[config.mk]
export PLATFORM = sky130hd
export DESIGN_NAME = mem_ctrl
export DESIGN_NICKNAME = d
export VERILOG_FILES = /design/src/rtl/mem_ctrl_pkg.sv /design/src/rtl/mem_ctrl_load_ext.sv /design/src/rtl/mem_ctrl.sv
export SDC_FILE = /design/constraint.sdc
export NUM_CORES = 1
export LEC_CHECK = 0
export ABC_CLOCK_PERIOD_IN_PS = 10300
export BUFFER_PORTS_ARGS = -buffer_cell sky130_fd_sc_hd__buf_2
export CORE_UTILIZATION = 40
export DETAILED_ROUTE_END_ITERATION = 7
export PLACE_DENSITY_LB_ADDON = 0.3
export SLEW_MARGIN = 0
export SYNTH_ARGS = -nofsm -noshare
export SYNTH_HDL_FRONTEND = slang
export SYNTH_SLANG_ARGS = --single-unit
[constraint.sdc]
create_clock -name clk_in -period 10.3 [get_ports clk_in]
set_input_delay 2.06 -clock clk_in [delete_from_list [all_inputs] [get_ports clk_in]]
set_output_delay 2.06 -clock clk_in [all_outputs]
set_load 0.005 [all_outputs]
[src/rtl/mem_ctrl_pkg.sv]
// Shared constants for the memory controller: funct3 codes, FSM encoding,
// the default IO window base and the request-size decode.
package mem_ctrl_pkg;

  localparam logic [31:0] IO_BASE_DEFAULT = 32'h0003_0000;

  localparam logic [2:0] F3_LB  = 3'b000;
  localparam logic [2:0] F3_LH  = 3'b001;
  localparam logic [2:0] F3_LW  = 3'b010;
  localparam logic [2:0] F3_LBU = 3'b100;
  localparam logic [2:0] F3_LHU = 3'b101;
  localparam logic [2:0] F3_SB  = 3'b000;
  localparam logic [2:0] F3_SH  = 3'b001;
  localparam logic [2:0] F3_SW  = 3'b010;

  typedef enum logic [2:0] {
    ST_IDLE  = 3'd0,
    ST_LOAD  = 3'd1,
    ST_STORE = 3'd2,
    ST_FETCH = 3'd3,
    ST_DONE  = 3'd4
  } state_t;

  // Byte count from funct3[1:0]; the unused 2'b11 code is treated as a word.
  function automatic logic [2:0] xfer_len(input logic [1:0] size);
    case (size)
      F3_SB[1:0]: xfer_len = 3'd1;
      F3_SH[1:0]: xfer_len = 3'd2;
      F3_SW[1:0]: xfer_len = 3'd4;
      default:    xfer_len = 3'd4;
    endcase
  endfunction

endpackage

[src/rtl/mem_ctrl_load_ext.sv]
// Load result formatting: picks the low byte/half/word of the assembled
// little-endian bytes and sign- or zero-extends it according to funct3.
module mem_ctrl_load_ext
  import mem_ctrl_pkg::*;
(
  input  logic [2:0]  funct3,
  input  logic [31:0] word_in,
  output logic [31:0] result
);

  always_comb begin
    result = word_in;
    case (funct3)
      F3_LB:   result = {{24{word_in[7]}}, word_in[7:0]};
      F3_LH:   result = {{16{word_in[15]}}, word_in[15:0]};
      F3_LW:   result = word_in;
      F3_LBU:  result = {24'd0, word_in[7:0]};
      F3_LHU:  result = {16'd0, word_in[15:0]};
      default: result = word_in;
    endcase
  end

endmodule

[src/rtl/mem_ctrl.sv]
// Byte-serial memory controller: turns one LSB load/store or one 32-bit
// instruction fetch into single-byte RAM accesses and returns one result pulse.
module mem_ctrl
  import mem_ctrl_pkg::*;
#(
  parameter logic [31:0] IO_BASE = IO_BASE_DEFAULT
) (
  input  logic        clk_in,
  input  logic        rst_in,
  input  logic        rdy_in,
  input  logic        rob_clear,
  input  logic        lsb_req,
  input  logic        lsb_is_store,
  input  logic [31:0] lsb_addr,
  input  logic [31:0] lsb_data,
  input  logic [2:0]  lsb_op,
  output logic        mem_res_avail,
  output logic [31:0] mem_res,
  output logic        mem_stuck,
  input  logic        if_req,
  input  logic [31:0] if_addr,
  output logic        if_done,
  output logic [31:0] if_data,
  input  logic [7:0]  mem_din,
  output logic [7:0]  mem_dout,
  output logic [31:0] mem_a,
  output logic        mem_wr,
  input  logic        io_buffer_full,
  output logic [2:0]  state_dbg
);

  // Handshake: lsb_req / if_req are levels held by the requester until the
  // cycle after its one-cycle completion pulse; acceptance happens only in IDLE.
  state_t      state_q, state_d;
  logic [2:0]  cnt_q, len_q, op_q;
  logic [31:0] base_q, st_data_q, rd_word_q, asm_word, ext_word;
  logic        flush_q, avail_q, if_done_q, wr_q;
  logic        lsb_blocked, accept_lsb, accept_if, rd_last, wr_last;

  assign mem_stuck     = io_buffer_full;
  assign mem_wr        = wr_q & rdy_in;
  assign mem_res_avail = avail_q & ~rob_clear;
  assign if_done       = if_done_q & ~rob_clear;
  assign state_dbg     = state_q;

  always_comb begin
    lsb_blocked = lsb_is_store && io_buffer_full && (lsb_addr >= IO_BASE);
    accept_lsb  = (state_q == ST_IDLE) && lsb_req && !lsb_blocked;
    accept_if   = (state_q == ST_IDLE) && !accept_lsb && if_req;
    // Reads land two edges after their address, so the last one is at len+1.
    rd_last     = (cnt_q == len_q + 3'd1);
    wr_last     = (cnt_q == len_q);
    state_d     = state_q;
    case (state_q)
      ST_IDLE: begin
        if (accept_lsb)     state_d = lsb_is_store ? ST_STORE : ST_LOAD;
        else if (accept_if) state_d = ST_FETCH;
      end
      ST_LOAD, ST_FETCH: begin
        if (rob_clear)    state_d = ST_IDLE;
        else if (rd_last) state_d = ST_DONE;
      end
      ST_STORE: if (wr_last) state_d = ST_DONE;
      ST_DONE:  state_d = ST_IDLE;
      default:  state_d = ST_IDLE;
    endcase
  end

  // Read data for the byte issued two edges ago, merged over earlier bytes.
  always_comb begin
    asm_word = rd_word_q;
    asm_word[{cnt_q[1:0] - 2'd2, 3'b000} +: 8] = mem_din;
  end

  mem_ctrl_load_ext u_load_ext (
    .funct3  (op_q),
    .word_in (asm_word),
    .result  (ext_word)
  );

  always_ff @(posedge clk_in or posedge rst_in) begin
    if (rst_in) begin
      state_q   <= ST_IDLE;
      cnt_q     <= '0;
      len_q     <= '0;
      op_q      <= '0;
      base_q    <= '0;
      st_data_q <= '0;
      rd_word_q <= '0;
      flush_q   <= 1'b0;
      avail_q   <= 1'b0;
      if_done_q <= 1'b0;
      wr_q      <= 1'b0;
      mem_res   <= '0;
      if_data   <= '0;
      mem_a     <= '0;
      mem_dout  <= '0;
    end else if (rdy_in) begin
      state_q   <= state_d;
      avail_q   <= 1'b0;
      if_done_q <= 1'b0;
      case (state_q)
        ST_IDLE: begin
          cnt_q     <= 3'd1;
          rd_word_q <= '0;
          flush_q   <= 1'b0;
          if (accept_lsb) begin
            base_q    <= lsb_addr;
            op_q      <= lsb_op;
            len_q     <= xfer_len(lsb_op[1:0]);
            st_data_q <= lsb_data;
            mem_a     <= lsb_addr;
            mem_dout  <= lsb_data[7:0];
            wr_q      <= lsb_is_store;
          end else if (accept_if) begin
            base_q <= if_addr;
            op_q   <= F3_LW;
            len_q  <= 3'd4;
            mem_a  <= if_addr;
            wr_q   <= 1'b0;
          end
        end
        ST_LOAD, ST_FETCH: begin
          cnt_q <= cnt_q + 3'd1;
          if (cnt_q < len_q)   mem_a <= base_q + {29'd0, cnt_q};
          if (cnt_q >= 3'd2)   rd_word_q <= asm_word;
          if (rd_last && !rob_clear) begin
            if (state_q == ST_LOAD) begin
              avail_q <= 1'b1;
              mem_res <= ext_word;
            end else begin
              if_done_q <= 1'b1;
              if_data   <= asm_word;
            end
          end
        end
        ST_STORE: begin
          // A committed store always finishes; a flush only hides its pulse.
          flush_q <= flush_q | rob_clear;
          if (!wr_last) begin
            cnt_q    <= cnt_q + 3'd1;
            mem_a    <= base_q + {29'd0, cnt_q};
            mem_dout <= st_data_q[{cnt_q[1:0], 3'b000} +: 8];
          end else begin
            wr_q    <= 1'b0;
            mem_res <= '0;
            avail_q <= !(flush_q || rob_clear);
          end
        end
        default: ;
      endcase
    end
  end

endmodule

==> metrics.md <==
| Metric | Value |
|---|---|
| Status | `finished clean` |
| Final hold slack | `0.471 ns` |
| Initial Util | `0.411` |
| Fmax | `~0.22 GHz` |
| GRT Residual Overflow | `0` |
| Post-Syn Area per Cell | `between 10 and 15 um^2` |
| Hold Path Class | `reg2reg` |
| Syn Nets | `around 1200` |
| Least-Margin Pin Slew | `1.06 ns` |
| Final wirelength | `around 28000 um` |
| DPL Wire Length | `around 19000 um` |
| Crit-path max FO | `10` |
| Pin count of the biggest net entering global routing | `between 100 and 150` |
| Core footprint | `25400 um^2` |
| Number of remaining DRC errors | `0` |
| Yosys reg bits | `216` |
| Max Cap Viol | `0` |
| Clock Path Buffers | `3` |
| LEAKAGE | `about 6.2 nW` |
| Routability congestion estimate | `about 0.8` |
| Total Routing Usage GR | `0.208` |
| 1st-iter DRT viols | `just under 700` |
| Register area share after synthesis | `0.518` |
| Initial antenna violation count | `2` |
| Max transition margin | `0.290` |
| Worst Path Arrival | `approximately 2.6 ns` |
| Startpoint type of the worst setup path | `input port` |
| Top post-synthesis cells by area | `dfrtp_1 (52%), nand2_1 (5.6%), mux2_2 (5.2%)` |
| H-Tree Depth | `1` |
| Sink Count | `~220` |
| Final setup violating endpoints | `0` |
| Fin. Hold Viols | `0` |
| Netlist cell types | `60` |
| Final worst path period need | `between 4 and 5 ns` |
| CTS Buf Count | `24` |
| Syn-to-layout area delta | `21.1%` |
| Number of global-route vias before repair | `8069` |
| Routed via count | `roughly 8400` |
| Setup TNS | `0 ns` |
| Final Skew | `~0.014 ns` |
| PortBufs | `about 230` |
| Peak supply drop | `140 uV` |
| Type of destination of the critical path | `output port` |
| Routed length per placed instance | `17.7 um` |
| Via density | `between 5 and 6` |
| Row count | `58` |
| CTS tree | `built` |
| Die width | `between 150 and 200 um` |
| Pwr dens | `~290 nW/um^2` |
| Post-route ant nets | `0` |
| Nets | `~1400` |
| Gate Count Post-Synth | `just over 1000` |
| Skew-Pair Late Insertion Delay | `between 0.5 and 0.6 ns` |
| Share of layout cells above drive strength 1 | `0.281` |
| Most frequent cells in the layout | `buf_2 (225), dfrtp_1 (216), nand2_1 (155)` |
| Synth Flop Type | `dfrtp_1` |
| Detailed Routing Iterations Pass 1 | `5` |
| Die Y | `around 160 um` |
| Die area | `roughly 27000 um^2` |
| CTS Hold Bufs | `0` |
| RSZ-0062 raised after global routing | `no` |
| EDFF count, synth | `0` |
| Mapped cell area | `10400 um^2` |
| Post-Place Cells | `roughly 1500` |
| Cell taking the most area after synthesis | `dfrtp_1` |
| Post-CTS sizing | `0` |
| Critical Path RT | `~8 ns` |
| Period utilization | `0.448` |
| Yosys top cell area share | `0.518` |
| Commonest non-fill, non-tap cell in the layout | `buf_2` |
| Final Max Tran Viols | `0` |
| Layout Cells excl Fill | `around 1600` |
| Yosys warnings | `0` |
| Asr flop ratio synth | `1.00` |
| I/O pin count | `approximately 230` |
| CTS Root Buffer Type | `clkbuf_16` |
| Clk slew on worst S/H paths | `0.06 ns` |
| First-pass GRT wire length | `between 40000 and 50000 um` |
| Setup Buffers After CTS | `0` |
| Crit Path Class | `in2out` |
[cell families after synthesis]
kind of cell	count (synthesis)	synth area share
and+or+nand+nor	306	0.137
muxes	87	0.0987
xor gates and xnor gates	27	0.0241
adders and majority gates	14	0.0175
DFF	216	0.518
AOI/OAI and AO/OA	285	0.169
buffers and inverters	88	0.0362
[where the power goes]
group	switching (W)	internal [W]
combinational	0.000760	0.000623
sequential	0.000266	0.00117
clock	0.000344	0.000536
total	0.00137	0.00233
[per-stage QoR]
stage          power (W)   util  cell area [um^2]  setup WS [ns]
2_1_floorplan    0.00233      -             10400           2.33
3_3_place_gp     0.00281  0.466             11800           5.63
3_5_place_dp     0.00285  0.466             11800           5.63
4_1_cts          0.00375  0.498             12600           5.63
5_1_grt          0.00397  0.498             12600           5.65
6_report         0.00370  0.498             12600           5.69
[Yosys cell counts, types with 6 or more instances]
| cell type | count |
|---|---|
| buf_2 | 29 |
| xnor2_1 | 9 |
| mux2i_1 | 31 |
| dfrtp_1 | 216 |
| xor2_1 | 17 |
| nand4_1 | 8 |
| inv_1 | 22 |
| mux2_2 | 48 |
| clkbuf_1 | 30 |
| mux4_2 | 8 |
| nand3_1 | 16 |
| ha_1 | 13 |
| nor4_1 | 6 |
| nor2_1 | 39 |
| nor2b_1 | 33 |
| o31ai_1 | 11 |
| and3_1 | 6 |
| a21oi_1 | 102 |
| and2_1 | 10 |
| nand2_1 | 155 |
| a211oi_1 | 12 |
| a22o_1 | 44 |
| nor3_1 | 10 |
| a21o_1 | 12 |
| o21ai_0 | 78 |
[layer usage]
layer  GRT usage  up-vias  wire, um
li1            -     4031         -
met1       0.297     4083     12900
met2       0.327      255     12700
met3      0.0361       41      1510
met4      0.0539        0       633
met5           0        -         0
[final cells by class]
| cell class | instances | area, um^2 |
|---|---|---|
| timing repair buffer | 240 | 1240 |
| clock buffer | 38 | 734 |
| tap | 330 | 413 |
| antenna | 1 | 2.50 |
| clock inverter | 5 | 75.1 |
| fill | 2382 | 12800 |
| sequential | 216 | 5410 |
| inverter | 22 | 90.1 |
| multi-input combinational | 719 | 4690 |
[worst max-delay path, stage by stage]
cell    delay, ns
buf_2        0.21
and2_1       0.17
buf_2        0.11
[final timing paths]
path                            cells after the start       endpoint  slack (ns)       start
worst max-delay path                                3         mem_wr        5.69      rdy_in
worst min-delay path                                1     mem_res[8]        0.47  mem_res[8]
worst max register to register                      9    mem_res[20]        6.50    cnt_q[0]
worst min register to register                      1     mem_res[8]        0.47  mem_res[8]
max in group asynchronous                           3  rd_word_q[22]        6.98      rst_in
min in group asynchronous                           2    mem_res[13]        1.74      rst_in
[sequential cells by signal, indices dropped and copies added (netlist names)]
| register | cells |
|---|---|
| base_q | 32 |
| if_data | 32 |
| mem_a | 32 |
| mem_res | 32 |
| rd_word_q | 32 |
| st_data_q | 32 |
| mem_dout | 8 |
| cnt_q | 3 |
| len_q | 3 |
| op_q | 3 |
| state_dbg | 3 |
| avail_q | 1 |
| flush_q | 1 |
| if_done_q | 1 |
| wr_q | 1 |
Note: power is estimated with default switching activity, not from simulation.
